--- config.mk ---
export PLATFORM = sky130hd
export DESIGN_NAME = rv_slave_fifo
export DESIGN_NICKNAME = d
export VERILOG_FILES = /design/src/rtl/rv_slave_fifo.sv
export SDC_FILE = /design/constraint.sdc
export NUM_CORES = 1
export LEC_CHECK = 0
export ABC_AREA = 1
export CAP_MARGIN = 20
export CORE_MARGIN = 5
export CORE_UTILIZATION = 52
export DETAILED_ROUTE_END_ITERATION = 12
export PLACE_DENSITY = 0.82
export SYNTH_ARGS = -nofsm -noshare
export SYNTH_HDL_FRONTEND = slang
export SYNTH_SLANG_ARGS = --single-unit
--- constraint.sdc ---
create_clock -name aclk -period 3.85 [get_ports aclk]
set_input_delay 0.385 -clock aclk [delete_from_list [all_inputs] [get_ports aclk]]
set_output_delay 0.385 -clock aclk [all_outputs]
set_load 0.005 [all_outputs]
--- src/rtl/rv_slave_fifo.sv ---
// Ready/valid byte sink: FWFT FIFO, sticky master protocol checker, optional stats (RV_SLAVE_STATS_EN).
// Latency: a byte accepted at edge N is on o_data/o_valid after edge N; 1-cycle sink-to-output.
// Backpressure: s_ready is registered from next-count < DEPTH; no combinational path from o_ready to s_ready.
module rv_slave_fifo #(
    parameter int DW    = 8,
    parameter int DEPTH = 4,
    parameter int AW    = $clog2(DEPTH)
) (
    input  logic          aclk,
    input  logic          rstn,
    input  logic [DW-1:0] s_data,
    input  logic          s_valid,
    output logic          s_ready,
    output logic [DW-1:0] o_data,
    output logic          o_valid,
    input  logic          o_ready,
    output logic [AW:0]   fill,
    output logic          proto_err,
    output logic [15:0]   xfer_cnt,
    output logic [15:0]   data_sum
);

    logic [DW-1:0] mem_q [DEPTH];
    logic [DW-1:0] mem_d [DEPTH];
    logic [AW-1:0] wr_ptr_q, wr_ptr_d;
    logic [AW-1:0] rd_ptr_q, rd_ptr_d;
    logic [AW:0]   count_q, count_d;
    logic          s_ready_q, s_ready_d;
    logic          stall_q, stall_d;
    logic [DW-1:0] stall_data_q, stall_data_d;
    logic          proto_err_q, proto_err_d;
    logic          wr, rd;

    // Handshakes, FIFO bookkeeping and the registered ready for the master
    always_comb begin
        wr       = s_valid && s_ready_q;
        rd       = (count_q != '0) && o_ready;
        mem_d    = mem_q;
        if (wr) begin
            mem_d[wr_ptr_q] = s_data;
        end
        wr_ptr_d  = wr_ptr_q + AW'(wr);
        rd_ptr_d  = rd_ptr_q + AW'(rd);
        count_d   = count_q + (AW+1)'(wr) - (AW+1)'(rd);
        s_ready_d = (count_d < (AW+1)'(DEPTH));
    end

    // Protocol checker: a stalled beat must stay valid with unchanged data
    always_comb begin
        stall_d      = s_valid && !s_ready_q;
        stall_data_d = s_data;
        proto_err_d  = proto_err_q;
        if (stall_q && (!s_valid || (s_data != stall_data_q))) begin
            proto_err_d = 1'b1;
        end
    end

    // Storage array carries no reset; its contents are meaningless until written
    always_ff @(posedge aclk) begin
        mem_q <= mem_d;
    end

    // Control state with synchronous active-low reset
    always_ff @(posedge aclk) begin
        if (!rstn) begin
            wr_ptr_q     <= '0;
            rd_ptr_q     <= '0;
            count_q      <= '0;
            s_ready_q    <= 1'b0;
            stall_q      <= 1'b0;
            stall_data_q <= '0;
            proto_err_q  <= 1'b0;
        end else begin
            wr_ptr_q     <= wr_ptr_d;
            rd_ptr_q     <= rd_ptr_d;
            count_q      <= count_d;
            s_ready_q    <= s_ready_d;
            stall_q      <= stall_d;
            stall_data_q <= stall_data_d;
            proto_err_q  <= proto_err_d;
        end
    end

`ifdef RV_SLAVE_STATS_EN
    logic [15:0] xfer_cnt_q, xfer_cnt_d;
    logic [15:0] data_sum_q, data_sum_d;

    // Accepted-beat count and payload sum, both wrapping modulo 2^16
    always_comb begin
        xfer_cnt_d = xfer_cnt_q;
        data_sum_d = data_sum_q;
        if (wr) begin
            xfer_cnt_d = xfer_cnt_q + 16'd1;
            data_sum_d = data_sum_q + 16'(s_data);
        end
    end

    // Stats registers
    always_ff @(posedge aclk) begin
        if (!rstn) begin
            xfer_cnt_q <= '0;
            data_sum_q <= '0;
        end else begin
            xfer_cnt_q <= xfer_cnt_d;
            data_sum_q <= data_sum_d;
        end
    end

    assign xfer_cnt = xfer_cnt_q;
    assign data_sum = data_sum_q;
`else
    assign xfer_cnt = 16'd0;
    assign data_sum = 16'd0;
`endif

    assign s_ready   = s_ready_q;
    assign o_valid   = (count_q != '0);
    assign o_data    = mem_q[rd_ptr_q];
    assign fill      = count_q;
    assign proto_err = proto_err_q;

endmodule

==> impl_metrics.env, run 1 <==
export IMPL_netlist_instances=223
export IMPL_stdcell_area_um2=2510
export IMPL_netlist_area_um2=2230
export IMPL_relSlewSlack_pct=52.8
export IMPL_io_pins=58
export IMPL_drt_vias_per_instance=4.68
export IMPL_start_kind="register"
export IMPL_run_status="completed"
export IMPL_hpwl_mm=2.89
export IMPL_clk_pin_slew_worst_paths_ns=0.09
export IMPL_post_cts_buffers=0
export IMPL_grt_max_degree=19
export IMPL_grt_pass1_vias=1289
export IMPL_antenna_found_initial=0
export IMPL_finalSetupViolations=0
export IMPL_first_iter_violations=77
export IMPL_hold_violations=0
export IMPL_numCtsBuffers=5
export IMPL_diodes=0
export IMPL_grt_setup_unrepaired="false"
export IMPL_maxCapViolCount=0
export IMPL_die_area_um2=5700
export IMPL_clock_sinks=50
export IMPL_critPathKind="reg2out"
export IMPL_core_area_um2=4090
export IMPL_drc_errors=0
export IMPL_path_delay_family="buffers and inverters"
export IMPL_cts_root_buf="clkbuf_8"
export IMPL_ys_warn_count=0
export IMPL_power_density_nw_per_um2=545
export IMPL_leakage_nw=1.10
export IMPL_fp_dieW_um=75.5
export IMPL_drtPass1Iterations=4
export IMPL_vdd_ir_drop_max_mv=0.329
export IMPL_ys_types=23
export IMPL_overflow=0
export IMPL_cts_buffer_depth=2
export IMPL_crit_path_max_incr_delay_ns=0.72
export IMPL_final_layout_size_suffix_gt1_share_pct=5.88
export IMPL_start_util_pct=54.6
export IMPL_syn_area_per_cell_um2=10.0
export IMPL_path_cells="inv_2 > o21ai_0 > o22ai_1 > clkdlybuf4s50_1"
export IMPL_rows=23
export IMPL_port_buffers=25
export IMPL_die_h_um=75.5
export IMPL_postPlaceCellArea_um2=2400
export IMPL_path_buf_inv=2
export IMPL_synth_seq_cells=50
export IMPL_finalPower_w=0.00137
export IMPL_finalSetupTns_ns=0
export IMPL_wl_per_cell_um=12.9
export IMPL_crit_path_end_kind="primary output"
export IMPL_arrival_ns=2.08
export IMPL_gp_congestion=0.717
export IMPL_critical_path_slowest_cell="dfxtp_1"
export IMPL_hold_path_class="reg2reg"
export IMPL_finalCritPeriodShare_pct=64.1
export IMPL_htreeDepth=2
export IMPL_final_max_slew_viol_count=0
export IMPL_syn2layout_area_growth_pct=12.7
export IMPL_final_nets=269
export IMPL_ys_seq_area_share_pct=59.2
export IMPL_max_clock_freq_mhz=405
export IMPL_cts_hold_buf=0
export IMPL_vias=1428
export IMPL_min_period_ns=2.47
export IMPL_grt_usage_pct=14.6
export IMPL_worst_pin_slew_ns=0.702
export IMPL_ant_nets=0
export IMPL_crit_required_ns=3.46
export IMPL_fin_skew_ns=0.0116
export IMPL_cts_resized=0
export IMPL_cts_tree="yes"
export IMPL_path_max_fanout=18
export IMPL_clk_insertion_delay_late_ns=0.31
export IMPL_totalWireLength_mm=3.93
export IMPL_grt_first_pass_wirelength_mm=6.11
flip-flops by register name (all words and copies together) (netlist names):
| register | cells |
|---|---|
| mem_q | 32 |
| stall_data_q | 8 |
| fill | 3 |
| rd_ptr_q | 2 |
| wr_ptr_q | 2 |
| proto_err | 1 |
| s_ready | 1 |
| stall_q | 1 |
layer usage:
layer	part of all wire, %	routed length (um)	up-vias	track usage [%]
met3	7.3	288	5	4.62
met1	42	1660	660	17.9
li1	-	-	714	-
met5	0	0	-	0
met2	50	1950	49	24.9
met4	0.79	31	0	4.08
final timing paths:
check	startpoint	depth (start not counted)	slack, ns	end
worst min-delay path	s_ready	1	0.46	stall_q
worst max register to register	fill[1]	11	1.96	s_ready
worst max-delay path	rd_ptr_q[0]	4	1.38	o_data[0]
worst min register to register	s_ready	1	0.46	stall_q
cell families after synthesis:
logic type               synth area share (%)
flip-flops                               59.2
buffers and inverters                    18.1
adder cells (fa/ha/maj)                  2.02
XOR/XNOR                                 1.96
AND/OR/NAND/NOR                          11.3
other                                   0.168
AO/OA/AOI/OAI                            7.29
Yosys cell counts:
library cell  count  share of area [%]
o21ai_0          16                3.6
o21ai_1           1               0.22
nand4_1           1               0.28
dfxtp_1          18                 16
buf_4            34                 11
nand2_1          32                5.4
buf_2             1               0.22
nor2_1           22                3.7
xnor2_1           3                1.2
conb_1            1               0.17
buf_6             1               0.50
nor3_1            5                1.1
inv_1            34                5.7
nand3_1           1               0.22
nand2_2           2               0.56
o211ai_1          1               0.34
inv_2             1               0.17
ha_1              2                1.1
edfxtp_1         32                 43
fa_1              1               0.90
o22ai_1           8                2.2
xor2_1            2               0.79
a21oi_1           4               0.90
cell usage in the layout, fill, tap and decap left out:
cell / n
nor2_1: 22
o21ai_0: 16
buf_2: 1
o22ai_1: 8
nand4_1: 1
fa_1: 1
inv_2: 1
conb_1: 32
xnor2_1: 3
inv_1: 34
xor2_1: 2
a21oi_1: 4
clkbuf_8: 6
edfxtp_1: 32
o211ai_1: 1
clkinvlp_4: 1
clkbuf_4: 2
ha_1: 2
nand2_1: 32
dfxtp_1: 18
nand3_1: 1
inv_6: 1
nor3_1: 5
o21ai_1: 1
buf_4: 1
clkdlybuf4s50_1: 25
nand2_2: 2
area by class of cell:
cell class / count / area [um^2]
well taps: 50 / 62.6
repair buffers: 29 / 278
multi-input cells: 133 / 623
clock buffers: 6 / 82.6
inverters: 35 / 131
fillers: 345 / 1570
clock inverters: 2 / 16.3
flip-flops and latches: 50 / 1320
power by group:
part / switching (W) / internal (W) / total [W]
registers: 0.0000475 / 0.000623 / 0.000671
clock network: 0.000174 / 0.000148 / 0.000322
logic: 0.000187 / 0.000191 / 0.000378
through the flow:
step	util [%]	setup WS (ns)	cells	hold WS [ns]
global placement	58.5	1.51	293	0.444
global route	61.5	1.22	305	0.484
CTS	61.1	1.37	302	0.458
floorplan	-	2.15	254	0.424
detailed placement	58.6	1.50	294	0.450
finish	61.5	1.38	305	0.462
No activity file was read; power rests on OpenSTA's default activity.
==> run 2: changes to the inputs <==
--- a/config.mk
+++ b/config.mk
@@ -8,9 +8,9 @@
 export ABC_AREA = 1
 export CAP_MARGIN = 20
 export CORE_MARGIN = 5
-export CORE_UTILIZATION = 52
+export CORE_UTILIZATION = 43
 export DETAILED_ROUTE_END_ITERATION = 12
-export PLACE_DENSITY = 0.82
+export PLACE_DENSITY = 0.73
 export SYNTH_ARGS = -nofsm -noshare
 export SYNTH_HDL_FRONTEND = slang
 export SYNTH_SLANG_ARGS = --single-unit
==> constraint.sdc (replaced) <==
create_clock -name aclk -period 2.16 [get_ports aclk]
set_input_delay 0.216 -clock aclk [delete_from_list [all_inputs] [get_ports aclk]]
set_output_delay 0.216 -clock aclk [all_outputs]
set_load 0.005 [all_outputs]
==> impl_metrics.env, run 2 (synthesized netlist as in run 1, its figures left out) <==
export IMPL_diodes=0
export IMPL_clock_sinks=50
export IMPL_r2r_cells=11
export IMPL_rows=26
export IMPL_pwr_share_comb_pct=29.2
export IMPL_grt_max_degree=18
export IMPL_maxCapViolCount=0
export IMPL_syn2layout_area_growth_pct=14.8
export IMPL_final_max_slew_viol_count=0
export IMPL_hold_path_class="reg2reg"
export IMPL_whs_path_depth=2
export IMPL_final_nets=273
export IMPL_path_max_fanout=10
export IMPL_clk_pin_slew_worst_paths_ns=0.08
export IMPL_first_iter_violations=51
export IMPL_regMostFlops="mem_q"
export IMPL_fp_dieW_um=82.0
export IMPL_p_int_w=0.00169
export IMPL_cts_buffer_depth=2
export IMPL_final_layout_size_suffix_gt1_share_pct=7.34
export IMPL_dp_cells=321
export IMPL_cts_tree="yes"
export IMPL_overflow=0
export IMPL_worst_pin_slew_ns=0.514
export IMPL_p_switching_w=0.000695
export IMPL_holdCritStartpoint="stall_q"
export IMPL_p_sw_share_pct=29.1
export IMPL_min_period_ns=2.02
export IMPL_power_density_nw_per_um2=933
export IMPL_holdPathEnd="proto_err"
export IMPL_vdd_ir_drop_max_mv=0.544
export IMPL_start_kind="register"
export IMPL_antenna_found_initial=0
export IMPL_grt_setup_unrepaired="false"
export IMPL_arrival_ns=1.80
export IMPL_drc_errors=0
export IMPL_max_clock_freq_mhz=495
export IMPL_finalCritPeriodShare_pct=93.5
export IMPL_largest_reg_flops=32
export IMPL_io_pins=58
export IMPL_htreeDepth=2
export IMPL_final_common_cell="inv_1"
export IMPL_critPathKind="reg2out"
export IMPL_finalSetupViolations=0
export IMPL_die_area_um2=6730
export IMPL_utilization_pct=50.4
export IMPL_ff2ff_setup_slack_ns=0.38
export IMPL_mostFrequentLayoutCells="33 x inv_1, 32 x nand2_1, 32 x conb_1, 32 x edfxtp_1, 25 x clkdlybuf4s50_1"
export IMPL_finalSetupTns_ns=0
export IMPL_port_buffers=25
export IMPL_grt_pass1_vias=1303
export IMPL_run_status="completed"
export IMPL_cts_hold_buf=0
export IMPL_start_util_pct=44.0
export IMPL_relSlewSlack_pct=65.6
export IMPL_fin_skew_ns=0.00555
export IMPL_hold_violations=0
export IMPL_r2r_end="s_ready"
export IMPL_hpwl_mm=2.71
export IMPL_numCtsBuffers=5
export IMPL_die_h_um=82.0
export IMPL_clk_insertion_delay_late_ns=0.30
export IMPL_core_area_um2=5070
export IMPL_r2r_start="fill[1]"
export IMPL_startpoint="rd_ptr_q[0]"
export IMPL_gp_congestion=0.732
export IMPL_crit_required_ns=1.94
export IMPL_ant_nets=0
export IMPL_seq_power_share_pct=49.0
export IMPL_grt_first_pass_wirelength_mm=5.84
export IMPL_vias=1383
export IMPL_clkPwrFrac_pct=21.8
export IMPL_crit_path_end_kind="primary output"
export IMPL_final_cells=329
export IMPL_leakage_nw=1.12
export IMPL_drtPass1Iterations=4
export IMPL_drt_vias_per_instance=4.20
export IMPL_wl_per_cell_um=11.1
export IMPL_totalWireLength_mm=3.67
export IMPL_grt_usage_pct=11.7
export IMPL_cts_root_buf="clkbuf_8"
[run 2: worst max-delay path by stage]
stage                endpoint  depth (start not counted)  slack [ns]
floorplan             s_ready                         11        0.46
global placement      s_ready                          9        0.20
finish              o_data[7]                          4        0.14
CTS                 o_data[7]                          4        0.06
detailed placement    s_ready                          9        0.19
global route        o_data[7]                          4        0.02
[run 2: power by group through the flow]
stage               logic (W)  registers, W  clock network, W
finish               0.000696       0.00117          0.000521
global route         0.000790       0.00119          0.000574
CTS                  0.000706       0.00117          0.000541
detailed placement   0.000702       0.00119                 0
global placement     0.000693       0.00119                 0
floorplan            0.000426       0.00118                 0
[run 2: through the flow]
stage / power (W) / hold WS, ns / area, um^2 / setup slack, ns
after global routing: 0.00255 / 0.491 / 2560 / 0.0178
after floorplan: 0.00160 / 0.309 / 2350 / 0.458
after detailed placement: 0.00190 / 0.455 / 2470 / 0.194
after global placement: 0.00189 / 0.443 / 2470 / 0.201
final: 0.00239 / 0.465 / 2560 / 0.141
after CTS: 0.00242 / 0.469 / 2560 / 0.0557
[run 2: final cells by class]
cell class                 instances  area, um^2
multi-input combinational        133         623
clock buffer                       6        72.6
tap                               70        87.6
sequential                        50        1320
fill                             454        2510
timing repair buffer              33         310
inverter                          35         131
clock inverter                     2        13.8
[run 2: metal layers]
metal  routed length, um  vias to the layer above  track usage (%)  share of wire, %
met4                  61                        0             6.48               1.7
met5                   0                        -                0                 0
met1                1530                      602             13.7                42
met3                 338                        6             2.30               9.2
met2                1740                       57             20.1                47
li1                    -                      718                -                 -
[run 2: critical path, cell delays in order (launching register included)]
cell and delay [ns]:
dfxtp_1 0.42, buf_4 0.20, o21ai_0 0.10, o22ai_1 0.23, clkdlybuf4s50_1 0.55
[run 2: timing repair]
item                       4_1_cts  5_1_grt
setup buffers                    0        0
resized for setup                0        1
setup endpoints to repair        0        2
==> run 3: changes to the inputs <==
--- a/config.mk
+++ b/config.mk
@@ -11,6 +11,7 @@
 export CORE_UTILIZATION = 43
 export DETAILED_ROUTE_END_ITERATION = 12
 export PLACE_DENSITY = 0.73
+export SLEW_MARGIN = 20
 export SYNTH_ARGS = -nofsm -noshare
 export SYNTH_HDL_FRONTEND = slang
 export SYNTH_SLANG_ARGS = --single-unit
==> results of run 3 <==
Final layout, timing and power as in run 2 (identical DEF).
==> variant 1, RTL diff (flow settings as in run 1) <==
Take the reset off `stall_data_q` and load it in a clocked block of its own.
--- a/src/rtl/rv_slave_fifo.sv
+++ b/src/rtl/rv_slave_fifo.sv
@@ -68,7 +68,6 @@
             count_q      <= '0;
             s_ready_q    <= 1'b0;
             stall_q      <= 1'b0;
-            stall_data_q <= '0;
             proto_err_q  <= 1'b0;
         end else begin
             wr_ptr_q     <= wr_ptr_d;
@@ -76,9 +75,12 @@
             count_q      <= count_d;
             s_ready_q    <= s_ready_d;
             stall_q      <= stall_d;
-            stall_data_q <= stall_data_d;
             proto_err_q  <= proto_err_d;
         end
+    end
+
+    always_ff @(posedge aclk) begin
+        stall_data_q <= stall_data_d;
     end
 
 `ifdef RV_SLAVE_STATS_EN
Check against the original RTL: same outputs for any inputs over 10 cycles, from zero or initial values and one cycle with rstn low; that may be too few to reach the edited logic, so the function may still have changed.
==> variant 1 against run 1 <==
Area after synthesis fell by 2.9%; clock power fell by 14%; core utilization fell by 0.98 points; wire length fell by 12%; power fell by 4.2%; sequential power barely moved; sequential cell count did not move; combinational power fell by 3%; count of clock-buffer cells in the layout did not move; final area fell by 3.0%; sequential share of layout area rose by 1.6 points; final cell count fell by 5.2%; worst setup slack got worse by 5.2 ps; largest cell class unchanged; largest power group unchanged; highest routed layer unchanged.
==> variant 1: results (changes against run 1) <==
placed standard-cell area=0.00236 mm² (-1.6%); Crit-path slowest cell=sky130_fd_sc_hd__dfxtp_1; result of the run=finished clean; post-synthesis share of cell area spent on xor and xnor gates=2.02% (+0.059 points); met1 GRT Util=17.2% (-0.72 points); distinct cell type count after synthesis=22 (-4.3%); wire length of the first global-routing pass=5.55 mm (-9.3%); complex-gate fraction of the synthesized area=7.51% (+0.22 points); via count of the first global-routing pass=1163 (-9.8%); leading cell types by count after synthesis=sky130_fd_sc_hd__buf_4 (34), sky130_fd_sc_hd__edfxtp_1 (32), sky130_fd_sc_hd__inv_1 (26); synthesized area per cell=10.5 µm² (+5.1%); number of post-CTS setup repair buffers=0 (unchanged); final-stage net count=253 (-5.9%); met3 capacity usage during global routing=3.78% (-0.83 points); DR WL met3=333 µm (+16%); share of synthesized area occupied by flip-flops and latches=61.0% (+1.8 points); worst ir drop on vdd=0.000307 V (-6.8%); # fillers=318 (-7.8%); layout cells sized above 1=5.44% (-0.44 points); routed wire length on met2=1.63 mm (-16%); number of enable-type register cells in the synthesized netlist=32 (unchanged); post-route clock skew=7.81 ps (-3.81 ps); top area cells in the synthesized netlist=sky130_fd_sc_hd__edfxtp_1 (44%), sky130_fd_sc_hd__dfxtp_1 (17%), sky130_fd_sc_hd__buf_4 (12%); wire length reported by the detailed router=3.45 mm (-12%); wire length the detailed router placed on met1=1.44 mm (-13%); all-layer global routing usage=13.6% (-1.1 points); Slew headroom=58.3% (+5.4 points); count of H-tree levels built during CTS=2 (unchanged); clock latency on the worst-skew pair=290 ps (-20 ps); wire length per cell after detailed routing=12.0 µm (-7.2%); total vias in the final route=1309 (-8.3%); Leak=0.00103 µW (-6.3%); Placed Cells=281 (-4.4%); worst-case setup slack after placement=1700 ps (+195 ps); post-detail-place hpwl=2.39 mm (-17%); GR met2 Demand/Resource=22.0% (-2.9 points); register bank with the most flops=mem_q; post-synthesis share of cell area spent on full adders, half adders and majority gates=2.08% (+0.061 points); largest net degree at the start of global routing=19 (unchanged); final weighted congestion in routability-driven placement=0.746 (+4.1%); First DRT Iteration DRCs=73 (-5.2%)
==> variant 1: where the power goes <==
part	internal [µW]	switching (µW)	total, µW
clock	125	153	278
combinational	188	177	365
sequential	623	45.8	669
total	937	376	1310
==> variant 1: critical path, delay by kind of cell, from the launching register on <==
kind,cells,cell delay (ps)
AOI/OAI and AO/OA,2,340
DFF,1,720
buffers and inverters,2,730
==> variant 1: layout make-up <==
class | instances | share of cell area [%]
flip-flops and latches | 50 | 54.2
multi-input cells | 125 | 24.3
repair buffers | 29 | 11.5
inverters | 27 | 4.15
clock buffers | 6 | 2.97
well taps | 50 | 2.56
clock inverters | 2 | 0.359
==> variant 1: final timing paths <==
kind,from,end,slack (ps),depth (start not counted)
max,rd_ptr_q[0],o_data[6],1380,4
min,s_ready,stall_q,460,1
max reg2reg,fill[1],s_ready,2060,11
min reg2reg,s_ready,stall_q,460,1
==> variant 2, RTL diff (settings of run 1) <==
Without the edit above. Change the parameter `DEPTH` from 4 to 8.
--- a/src/rtl/rv_slave_fifo.sv
+++ b/src/rtl/rv_slave_fifo.sv
@@ -3,7 +3,7 @@
 // Backpressure: s_ready is registered from next-count < DEPTH; no combinational path from o_ready to s_ready.
 module rv_slave_fifo #(
     parameter int DW    = 8,
-    parameter int DEPTH = 4,
+    parameter int DEPTH = 8,
     parameter int AW    = $clog2(DEPTH)
 ) (
     input  logic          aclk,
Ports: changed (resized fill); port bits go from 58 to 59. No check against the original RTL was run, so the function may have changed too.
==> variant 2 against run 1 <==
Register-to-register slack lost 170 ps; final area up 66%; wire length up 80%; sequential cell count rose by 35; final cell count increased by 62%; critical endpoint is now o_data[7]; maximum frequency down 14%; area after synthesis increased by 68%; power increased by 71%; highest routed layer unchanged; worst setup slack worse by 410 ps.
==> variant 2: results (changes against run 1) <==
post-route clock skew=8.23 ps (-3.39 ps); reg-to-reg endpoint=fill[2]; number of cells on the worst reg-to-reg path=12 (+1); Clock Root Buffer=sky130_fd_sc_hd__clkbuf_8; clock transition time at the flip-flop clock pins of the worst setup and hold paths=80 ps; number of post-CTS setup repair buffers=0 (unchanged); # fillers=585 (+70%); met1 GRT Util=20.8% (+2.8 points); async set or reset register ratio after synthesis=0% (unchanged); leading cell types by count after synthesis=sky130_fd_sc_hd__edfxtp_1 (64), sky130_fd_sc_hd__nand2_1 (62), sky130_fd_sc_hd__nor2_1 (59); distinct cell type count after synthesis=25 (+8.7%); capturing element type of the critical path=primary output; Leak=0.00168 µW (+52%); area leader, netlist=sky130_fd_sc_hd__edfxtp_1; worst-case setup slack after placement=1360 ps (-139 ps); post-detail-place hpwl=4.85 mm (+68%); share of synthesized area occupied by flip-flops and latches=62.5% (+3.2 points); result of the run=finished clean; clock buffers created by TritonCTS=9 (+4); Max clock buf depth=2 (unchanged); max FFs per register=64 (+100%); yosys synthesis warning count=0 (unchanged); source of the critical timing path=rd_ptr_q[1]; number of antenna violations at the first check in global routing=0 (unchanged); First DRT Iteration DRCs=203 (+160%); register-to-register setup slack=1790 ps (-170 ps); top area cells in the synthesized netlist=sky130_fd_sc_hd__edfxtp_1 (51%), sky130_fd_sc_hd__dfxtp_1 (11%), sky130_fd_sc_hd__buf_4 (7.2%); number of enable-type register cells in the synthesized netlist=64 (+100%); wire length of the first global-routing pass=11.0 mm (+80%); clock latency on the worst-skew pair=350 ps (+40 ps); cts hold-fix bufs=0 (unchanged); GR met2 Demand/Resource=27.0% (+2.1 points); CP Data Arrival Time=2490 ps (+410 ps); met3 capacity usage during global routing=2.95% (-1.7 points); number of optimization iterations in the first detailed-route pass=4 (unchanged); number of gates resized after cts=0 (unchanged); worst min-delay path category=flip-flop to flip-flop; total vias in the final route=2401 (+68%); worst ir drop on vdd=0.000321 V (-2.5%); Highest Clock Rate=0.348 GHz (-14%); wire length reported by the detailed router=7.09 mm (+80%); all-layer global routing usage=16.3% (+1.7 points); largest net degree at the start of global routing=34 (+15); worst setup path endpoint=o_data[7]; final weighted congestion in routability-driven placement=0.846 (+18%); via count of the first global-routing pass=2325 (+80%); final-stage net count=409 (+52%); setup TNS after final layout=0 ps (unchanged); register bank with the most flops=mem_q; count of H-tree levels built during CTS=3 (+1); layout cells sized above 1=5.33% (-0.55 points); Critical Path Fanout Max=18 (unchanged); startpoint of the most critical register-to-register path=fill[2]; antenna cell count=0 (unchanged); port bufs=26 (+4.0%); Worst Max-Slew Pin Slew=883 ps (+181 ps)
[variant 2: cell types whose count changed after synthesis, sizes merged, moves of 3 or more]
cell	change
nor2	+37
edfxtp	+32
nand2	+28
o21ai	+15
a21oi	+8
a31oi	+8
o22ai	-8
buf	+5
ha	+5
dfxtp	+3
nor3	-3
[variant 2: power breakdown]
part           leakage, µW  internal (µW)  switching (µW)
logic             0.000811            250             312
registers         0.000750           1040            39.9
clock network     0.000117            389             319
[variant 2: how the worst min path moves through the flow]
stage	cells past startpoint	from	slack, ps	end
after global placement	1	s_ready	440	stall_q
after floorplan	2	stall_q	420	proto_err
after CTS	1	s_ready	460	stall_q
after detailed placement	1	s_ready	440	stall_q
after global routing	2	stall_q	490	proto_err
final	2	stall_q	460	proto_err
[variant 2: cell type report]
| class | instances | area (µm²) | share of cell area, % |
|---|---|---|---|
| Clock buffer | 10 | 138 | 3.31 |
| Multi-Input combinational cell | 227 | 1050 | 25.2 |
| Inverter | 39 | 148 | 3.55 |
| Timing Repair Buffer | 27 | 268 | 6.43 |
| Tap cell | 99 | 124 | 2.98 |
| Clock inverter | 6 | 95.1 | 2.28 |
| Sequential cell | 85 | 2340 | 56.3 |
[variant 2: cell families after synthesis]
| logic type | after synthesis | synth area share (%) |
|---|---|---|
| simple gates | 129 | 13.3 |
| other cells | 1 | 0.100 |
| xor+xnor | 6 | 1.40 |
| compound gates | 52 | 7.21 |
| flops | 85 | 62.5 |
| fa+ha+maj | 8 | 2.87 |
| buf+inv | 82 | 12.7 |
[variant 2: metal layers]
layer	vias to the layer above	wire length, µm
met4	0	136
met1	1115	2950
li1	1176	-
met2	97	3500
met5	-	0
met3	13	504
[variant 2: per-stage QoR]
step | instances | total power [µW] | util (%) | cell area, µm² | hold slack [ps]
final | 493 | 2350 | 58.3 | 4160 | 456
after global routing | 493 | 2480 | 58.3 | 4160 | 491
after CTS | 493 | 2360 | 58.3 | 4160 | 462
after detailed placement | 477 | 1660 | 55.1 | 3930 | 442
after global placement | 477 | 1640 | 55.1 | 3930 | 439
after floorplan | 394 | 1470 | - | 3870 | 424
[variant 2: critical path, stage by stage, from the launching register on]
cell,delay (ps)
sky130_fd_sc_hd__dfxtp_1,750
sky130_fd_sc_hd__inv_2,300
sky130_fd_sc_hd__nor2_1,210
sky130_fd_sc_hd__o21ai_1,110
sky130_fd_sc_hd__a31oi_1,230
sky130_fd_sc_hd__clkdlybuf4s50_1,540
